### config.mk
export PLATFORM = sky130hd
export DESIGN_NAME = fetch_sequencer_flat
export DESIGN_NICKNAME = d
export VERILOG_FILES = /design/src/rtl/fetch_sequencer_if.sv /design/src/rtl/fetch_sequencer.sv /design/src/flat_wrapper.sv
export SDC_FILE = /design/constraint.sdc
export NUM_CORES = 1
export LEC_CHECK = 0
export BUFFER_PORTS_ARGS = -buffer_cell sky130_fd_sc_hd__buf_4
export CAP_MARGIN = 30
export CORE_MARGIN = 10
export CORE_UTILIZATION = 44
export DETAILED_ROUTE_END_ITERATION = 8
export HOLD_SLACK_MARGIN = 0.02
export PLACE_DENSITY = 0.8
export SLEW_MARGIN = 40
export SYNTH_ARGS = -nofsm -noshare
export SYNTH_HDL_FRONTEND = slang
export SYNTH_SLANG_ARGS = --single-unit
### constraint.sdc
create_clock -name clk -period 2.05 [get_ports clk]
set_input_delay 0.41 -clock clk [delete_from_list [all_inputs] [get_ports clk]]
set_output_delay 0.41 -clock clk [all_outputs]
set_load 0.05 [all_outputs]
### src/rtl/fetch_sequencer_if.sv
// Fetch sequencer ports: memory req/ack fetch port plus the control-decoder side.
// The sequencer side uses the master modport, and memory/control/datapath use the slave modport.
interface fetch_sequencer_if #(
  parameter int ADDR_W = 16
);
  logic              mem_req;
  logic [ADDR_W-1:0] mem_addr;
  logic              mem_ack;
  logic [7:0]        mem_rdata;
  logic              stall;
  logic              J;
  logic              LJ;
  logic              WC;
  logic              alu_carry;
  logic [ADDR_W-1:0] jump_target;
  logic [7:0]        inst;
  logic              cycle;
  logic              carry;
  logic              inst_valid;

  modport master (
    output mem_req, mem_addr, inst, cycle, carry, inst_valid,
    input  mem_ack, mem_rdata, stall, J, LJ, WC, alu_carry, jump_target
  );

  modport slave (
    input  mem_req, mem_addr, inst, cycle, carry, inst_valid,
    output mem_ack, mem_rdata, stall, J, LJ, WC, alu_carry, jump_target
  );
endinterface

### src/rtl/fetch_sequencer.sv
// Instruction fetch and cycle sequencer: IR, PC, carry and the cycle phase for the control decoder.
// Latency: 2 clocks per instruction, or 3 when IR[7]=1. mem_ack waits and stall cycles each add 1 clock.
module fetch_sequencer #(
  parameter int                ADDR_W   = 16,
  parameter logic [ADDR_W-1:0] RESET_PC = '0
) (
  input  logic            clk,
  input  logic            rst_n,
  fetch_sequencer_if.master bus
);
  localparam logic [1:0] IDLE  = 2'd0;
  localparam logic [1:0] FETCH = 2'd1;
  localparam logic [1:0] EXEC0 = 2'd2;
  localparam logic [1:0] EXEC1 = 2'd3;
  localparam logic [ADDR_W-1:0] pcOne = {{(ADDR_W-1){1'b0}}, 1'b1};

  logic [1:0]        state;
  logic [ADDR_W-1:0] pc;
  logic [7:0]        ir;
  logic              carryQ;
  logic              execState;
  logic              exitCycle;

  assign execState = (state == EXEC0) || (state == EXEC1);
  // J/LJ/WC only matter on the edge that actually leaves an execute phase.
  assign exitCycle = execState && !bus.stall;

  always_ff @(posedge clk or negedge rst_n) begin
    if (!rst_n) begin
      state  <= IDLE;
      pc     <= RESET_PC;
      ir     <= 8'h00;
      carryQ <= 1'b0;
    end else begin
      if (exitCycle && bus.WC) carryQ <= bus.alu_carry;
      case (state)
        IDLE: state <= FETCH;
        FETCH: begin
          if (bus.mem_ack) begin
            ir    <= bus.mem_rdata;
            pc    <= pc + pcOne;
            state <= EXEC0;
          end
        end
        EXEC0: begin
          if (!bus.stall) begin
            state <= ir[7] ? EXEC1 : FETCH;
            if (bus.LJ) pc <= bus.jump_target;
          end
        end
        EXEC1: begin
          if (!bus.stall) begin
            state <= FETCH;
            if (bus.J) pc <= bus.jump_target;
          end
        end
        default: state <= IDLE;
      endcase
    end
  end

  assign bus.mem_req    = (state == FETCH);
  assign bus.mem_addr   = pc;
  assign bus.inst       = ir;
  assign bus.cycle      = (state == EXEC1);
  assign bus.inst_valid = execState;
  assign bus.carry      = carryQ;
endmodule

### src/flat_wrapper.sv
// flat-port wrapper written by rule: the top's interface ports become plain ports
module fetch_sequencer_flat 
#(
  parameter int                ADDR_W   = 16,
  parameter logic [ADDR_W-1:0] RESET_PC = '0
)
  (clk, rst_n, bus_mem_req, bus_mem_addr, bus_inst, bus_cycle, bus_carry, bus_inst_valid, bus_mem_ack, bus_mem_rdata, bus_stall, bus_J, bus_LJ, bus_WC, bus_alu_carry, bus_jump_target);
  fetch_sequencer_if #(.ADDR_W(ADDR_W)) bus_i ();
  input  logic clk;
  input  logic rst_n;
  output wire logic [$bits(bus_i.mem_req)-1:0] bus_mem_req;
  output wire logic [$bits(bus_i.mem_addr)-1:0] bus_mem_addr;
  output wire logic [$bits(bus_i.inst)-1:0] bus_inst;
  output wire logic [$bits(bus_i.cycle)-1:0] bus_cycle;
  output wire logic [$bits(bus_i.carry)-1:0] bus_carry;
  output wire logic [$bits(bus_i.inst_valid)-1:0] bus_inst_valid;
  input wire logic [$bits(bus_i.mem_ack)-1:0] bus_mem_ack;
  input wire logic [$bits(bus_i.mem_rdata)-1:0] bus_mem_rdata;
  input wire logic [$bits(bus_i.stall)-1:0] bus_stall;
  input wire logic [$bits(bus_i.J)-1:0] bus_J;
  input wire logic [$bits(bus_i.LJ)-1:0] bus_LJ;
  input wire logic [$bits(bus_i.WC)-1:0] bus_WC;
  input wire logic [$bits(bus_i.alu_carry)-1:0] bus_alu_carry;
  input wire logic [$bits(bus_i.jump_target)-1:0] bus_jump_target;
  assign bus_mem_req = bus_i.mem_req;
  assign bus_mem_addr = bus_i.mem_addr;
  assign bus_inst = bus_i.inst;
  assign bus_cycle = bus_i.cycle;
  assign bus_carry = bus_i.carry;
  assign bus_inst_valid = bus_i.inst_valid;
  assign bus_i.mem_ack = bus_mem_ack;
  assign bus_i.mem_rdata = bus_mem_rdata;
  assign bus_i.stall = bus_stall;
  assign bus_i.J = bus_J;
  assign bus_i.LJ = bus_LJ;
  assign bus_i.WC = bus_WC;
  assign bus_i.alu_carry = bus_alu_carry;
  assign bus_i.jump_target = bus_jump_target;
  fetch_sequencer #(.ADDR_W(ADDR_W), .RESET_PC(RESET_PC)) u_core (.clk(clk), .rst_n(rst_n), .bus(bus_i));
endmodule
# [Word level (Yosys, flattened, before mapping)]
# Index checks and enable logic that the tools add are counted.
[word_totals] reg_bits=27 word_cells=33
[op_classes] eq_ne=8 n_addsub=1 reduce_logical=9 n_mux=11
[op_table] cell="2-to-1 mux 16 bit" n=5
[op_table] cell="case mux 16 bit (3 select lines)" n=1
[op_table] cell="adder 16 x 1 -> 16 bit (second input constant)" n=1
[op_table] cell="2-to-1 mux 2 bit" n=4
[op_table] cell="case mux 2 bit (4 select lines)" n=1
[op_table] cell="!= test 2 bit (second input constant)" n=3
[op_table] cell="AND reduction 6 bit" n=1
[op_table] cell="equality test 2 bit (second input constant)" n=2
[op_table] cell="!= test 2 x 1 -> 1 bit (second input constant)" n=2
[op_table] cell="AND reduction 3 bit" n=1
[op_table] cell="nonzero test 3 bit" n=1
[op_table] cell="equality test 2 x 1 -> 1 bit (second input constant)" n=1
[op_table] cell="logical AND 1 bit" n=2
[op_table] cell="logical NOT 2 bit" n=1
[op_table] cell="AND reduction 2 bit" n=1
[op_table] cell="logical NOT 1 bit" n=1
[op_table] cell="logical OR 1 bit" n=1

# [Logic depth before layout (Yosys ltp)]
[depth] word_depth=4 ltp_mapped=9

# [Worst setup path after synthesis]
# No wires, ideal clock.
[synth_timing] path_type="register to register" start="register u_core.state[1]" end="register u_core.pc[11], in the netlist u_core.bus.mem_addr[11]" period_less_slack_ns=1.935 stages_incl_launch_ff=9 required_ns=1.927 slack_ns=0.115 arrival_ns=1.811 cell_sequence="dfrtp_1 > inv_1 > ha_1 > nor2b_1 > a21oi_4 > and2_2 > buf_6 > a21oi_1 > a21oi_2"
[synth_via] elab_chain_len=3
[synth_lines] element="start, declared" line="fetch_sequencer.sv:17" rtl="logic [1:0] state;"
[synth_lines] element="start signal, assigned" line="fetch_sequencer.sv:47" rtl="state <= ir[7] ? EXEC1 : FETCH;"
[synth_lines] element="equality test 2 x 1 -> 1 bit *"
[synth_lines] element="net bus_mem_req" line="flat_wrapper.sv:11" rtl="output wire logic [$bits(bus_i.mem_req)-1:0] bus_mem_req;"
[synth_lines] element="!= test 2 x 1 -> 1 bit (no source line) or nonzero test 3 bit (tied branches)"
[synth_lines] element="AND reduction 6 bit (no source line)"
[synth_lines] element="end signal, assigned" line="fetch_sequencer.sv:41" rtl="pc <= pc + pcOne;"
[synth_lines] element="end signal, assigned" line="fetch_sequencer.sv:48" rtl="if (bus.LJ) pc <= bus.jump_target;"
[synth_lines] element="end signal, assigned" line="fetch_sequencer.sv:54" rtl="if (bus.J) pc <= bus.jump_target;"
[synth_lines] element="end, declared" line="fetch_sequencer.sv:18" rtl="logic [ADDR_W-1:0] pc;"
# Mark *: on every way through the listed nets, which the timed path passes. The rest lies on a longest branch.
# A chain may end at the register's enable or synchronous reset.

# [Final worst setup path]
[layout_timing] start="register u_core.state[0]" end="output port bus_inst_valid"
[layout_via] elab_chain_len=2
[layout_lines] element="equality test 2 bit" line="fetch_sequencer.sv:24" rtl="assign execState = (state == EXEC0) || (state == EXEC1);"
[layout_lines] element="logical OR 1 bit *" line="fetch_sequencer.sv:24"
[layout_lines] element="end, declared" line="flat_wrapper.sv:16" rtl="output wire logic [$bits(bus_i.inst_valid)-1:0] bus_inst_valid;"
# Every way passes the cells marked *; elsewhere a longest branch is shown, timed or not.

==> flow_summary.json <==
{
  "avgSynthCellArea_sq_um": 9.94,
  "cts_tree": "built",
  "min_period_ns": 1.95,
  "yosysSeqAreaShare_pct": 43.9,
  "finalSetupViolCount": 0,
  "start_util_pct": 45.8,
  "num_rows": 21,
  "synth_top_cell_by_area": "dfrtp_1",
  "yosys_warnings": 0,
  "layout-drive-gt1-share_pct": 44.2,
  "drt-wirelength-per-cell_microns": 15.2,
  "netlist_area_sq_um": 1540,
  "clockBufferDepth": 2,
  "antenna_cells": 0,
  "maxSlewViolCount": 0,
  "dr.pass1.iters": 4,
  "place_hpwl_microns": 3070,
  "ff2ff_setup_slack_ns": 0.19,
  "max_slew_margin_pct": 72.8,
  "crit_arrival_ns": 1.54,
  "insertion_delay_ns": 0.33,
  "viasPerCell": 5.28,
  "core_area_sq_um": 3360,
  "synth_nets": 193,
  "worstReg2RegEnd": "u_core.bus.mem_addr[8]$_DFFE_PN0P_",
  "cap_viol_max_count": 0,
  "regToRegStartpoint": "u_core.state[0]$_DFFE_PN0P_",
  "min_from": "bus_mem_rdata[7]",
  "grt-ovfl-total": 0,
  "cts-root-buf": "clkbuf_4",
  "period_share_pct": 95.1,
  "tightest_slew_ns": 0.408,
  "rsz0062_at_grt": "no",
  "multi_input_area_sq_um": 812,
  "dieArea_sq_um": 6270,
  "grt_pass1_vias": 1415,
  "fillCellCount": 314,
  "seq_area_sq_um": 676,
  "ys_seq_elements": 27,
  "synth-edff-count": 0,
  "htree_levels": 1,
  "port_buffers": 59,
  "cp_max_fo": 12,
  "gp_congestion": 0.849,
  "yosysMostFrequentCell": "dfrtp_1",
  "r2r_cells": 7,
  "whs_path_depth": 2,
  "ios": 60,
  "synth_top_area_share_pct": 43.9,
  "start_kind": "flip-flop",
  "fin_setup_tns_ns": 0,
  "vias": 1377,
  "status": "finished, final reports clean",
  "area_delta_synth_final_pct": 34.9,
  "skew_ns": 0.0101,
  "ys.flop_type": "dfrtp_1",
  "synth_cell_types": 36,
  "path_class": "reg2out",
  "routed_wl_microns": 3980,
  "grt_max_degree": 34,
  "clk_pin_slew_worst_paths_ns": 0.15,
  "drt_iter0_drc": 112,
  "async_flop_share_pct": 100,
  "die_h_microns": 79.2,
  "cts_buffers": 3,
  "die_x_microns": 79.2,
  "clock-sinks": 27,
  "layout.nets": 254,
  "min_to": "u_core.bus.inst[7]$_DFFE_PN0P_",
  "netlist_instances": 155,
  "grt_first_pass_wirelength_microns": 6530,
  "ant_nets": 0,
  "final-hold-violation-count": 0,
  "cp-end-kind": "output port",
  "min_path_type": "in2reg",
  "antenna_found_initial": 0,
  "max_freq_mhz": 513,
  "drc": 0,
  "worstPathRequired_ns": 1.64,
  "yosys-top-cells-count": "dfrtp_1, nand2_1, a21oi_1",
  "ys_top_cells_by_area": "dfrtp_1, mux2_2, a21oi_1",
  "grt.total_usage_pct": 12.4
}
[cell type report]
cell class	instances	area share, %
clock inverters	1	0.241
multi-input cells	115	39.1
inverters	6	1.08
clock buffers	3	1.08
flip-flops and latches	27	32.5
well taps	46	2.77
repair buffers	63	23.2
[placed cells by master, fill, tap and decap left out, types with 3 or more instances in the layout]
master	count
a31oi_1	3
nor2_1	5
nand3_1	6
a21oi_1	16
o21ai_0	7
ha_1	5
dfrtp_1	27
a21o_1	3
mux2_2	9
a2bb2oi_2	4
nand2_1	19
buf_4	60
o21ai_1	3
a21oi_2	5
o22ai_1	10
inv_1	5
clkbuf_4	3
[kinds of logic (layout without fill, tap and decap cells)]
| group | Yosys count | in the layout | synth area share [%] |
|---|---|---|---|
| adders and majority gates | 6 | 6 | 4.87 |
| and+or+nand+nor | 44 | 44 | 14.9 |
| DFF | 27 | 27 | 43.9 |
| AOI/OAI and AO/OA | 55 | 55 | 24.7 |
| buffers and inverters | 13 | 73 | 4.47 |
| muxes | 10 | 10 | 7.23 |
[timing repair]
action	CTS	global route
endpoints found under the setup margin	1	14
hold buffers	1	0
setup buffers	1	0
endpoints found under the hold margin	27	0
gates resized for setup	1	5
[per-stage QoR]
step           std cells  worst slack [ns]  hold WS, ns  util [%]  cell area (sq um)
6_report             261             0.100        0.305      61.8               2080
2_1_floorplan        155             0.115        0.114         -               1540
5_1_grt              261           0.00842        0.285      61.8               2080
3_3_place_gp         255             0.202        0.347      59.7               2010
4_1_cts              261            0.0244        0.296      61.2               2060
3_5_place_dp         255             0.115        0.351      59.7               2010
[sequential cells by signal, indices dropped and copies added (netlist names)]
register and count:
u_core.bus.carry 1, u_core.bus.mem_addr 16, u_core.state 2, u_core.bus.inst 8
[how the worst max path moves through the flow]
stage | slack, ns | end | start | cells past startpoint
final | 0.10 | bus_inst_valid | u_core.state[0]$_DFFE_PN0P_ | 5
after global routing | 0.008 | bus_inst_valid | u_core.state[0]$_DFFE_PN0P_ | 5
after CTS | 0.02 | bus_inst_valid | u_core.state[0]$_DFFE_PN0P_ | 6
after detailed placement | 0.12 | u_core.bus.mem_addr[8]$_DFFE_PN0P_ | u_core.state[0]$_DFFE_PN0P_ | 6
after global placement | 0.20 | u_core.bus.mem_addr[5]$_DFFE_PN0P_ | u_core.state[0]$_DFFE_PN0P_ | 8
after floorplan | 0.12 | u_core.bus.mem_addr[11]$_DFFE_PN0P_ | u_core.state[1]$_DFFE_PN0P_ | 8
[layer usage]
metal,GRT usage (%),share of wire (%)
met1,14.8,40
met2,19.7,48
met3,6.42,12
met4,2.15,0.15
met5,0,0
[worst max-delay path: stages (launching register included)]
cell,delay (ns)
dfrtp_1,0.45
ha_1,0.27
nor2_4,0.13
inv_2,0.06
buf_6,0.14
buf_6,0.15
Power is not shown: default switching activity piles up to over one toggle a cycle in this logic, so the estimate is an artifact.
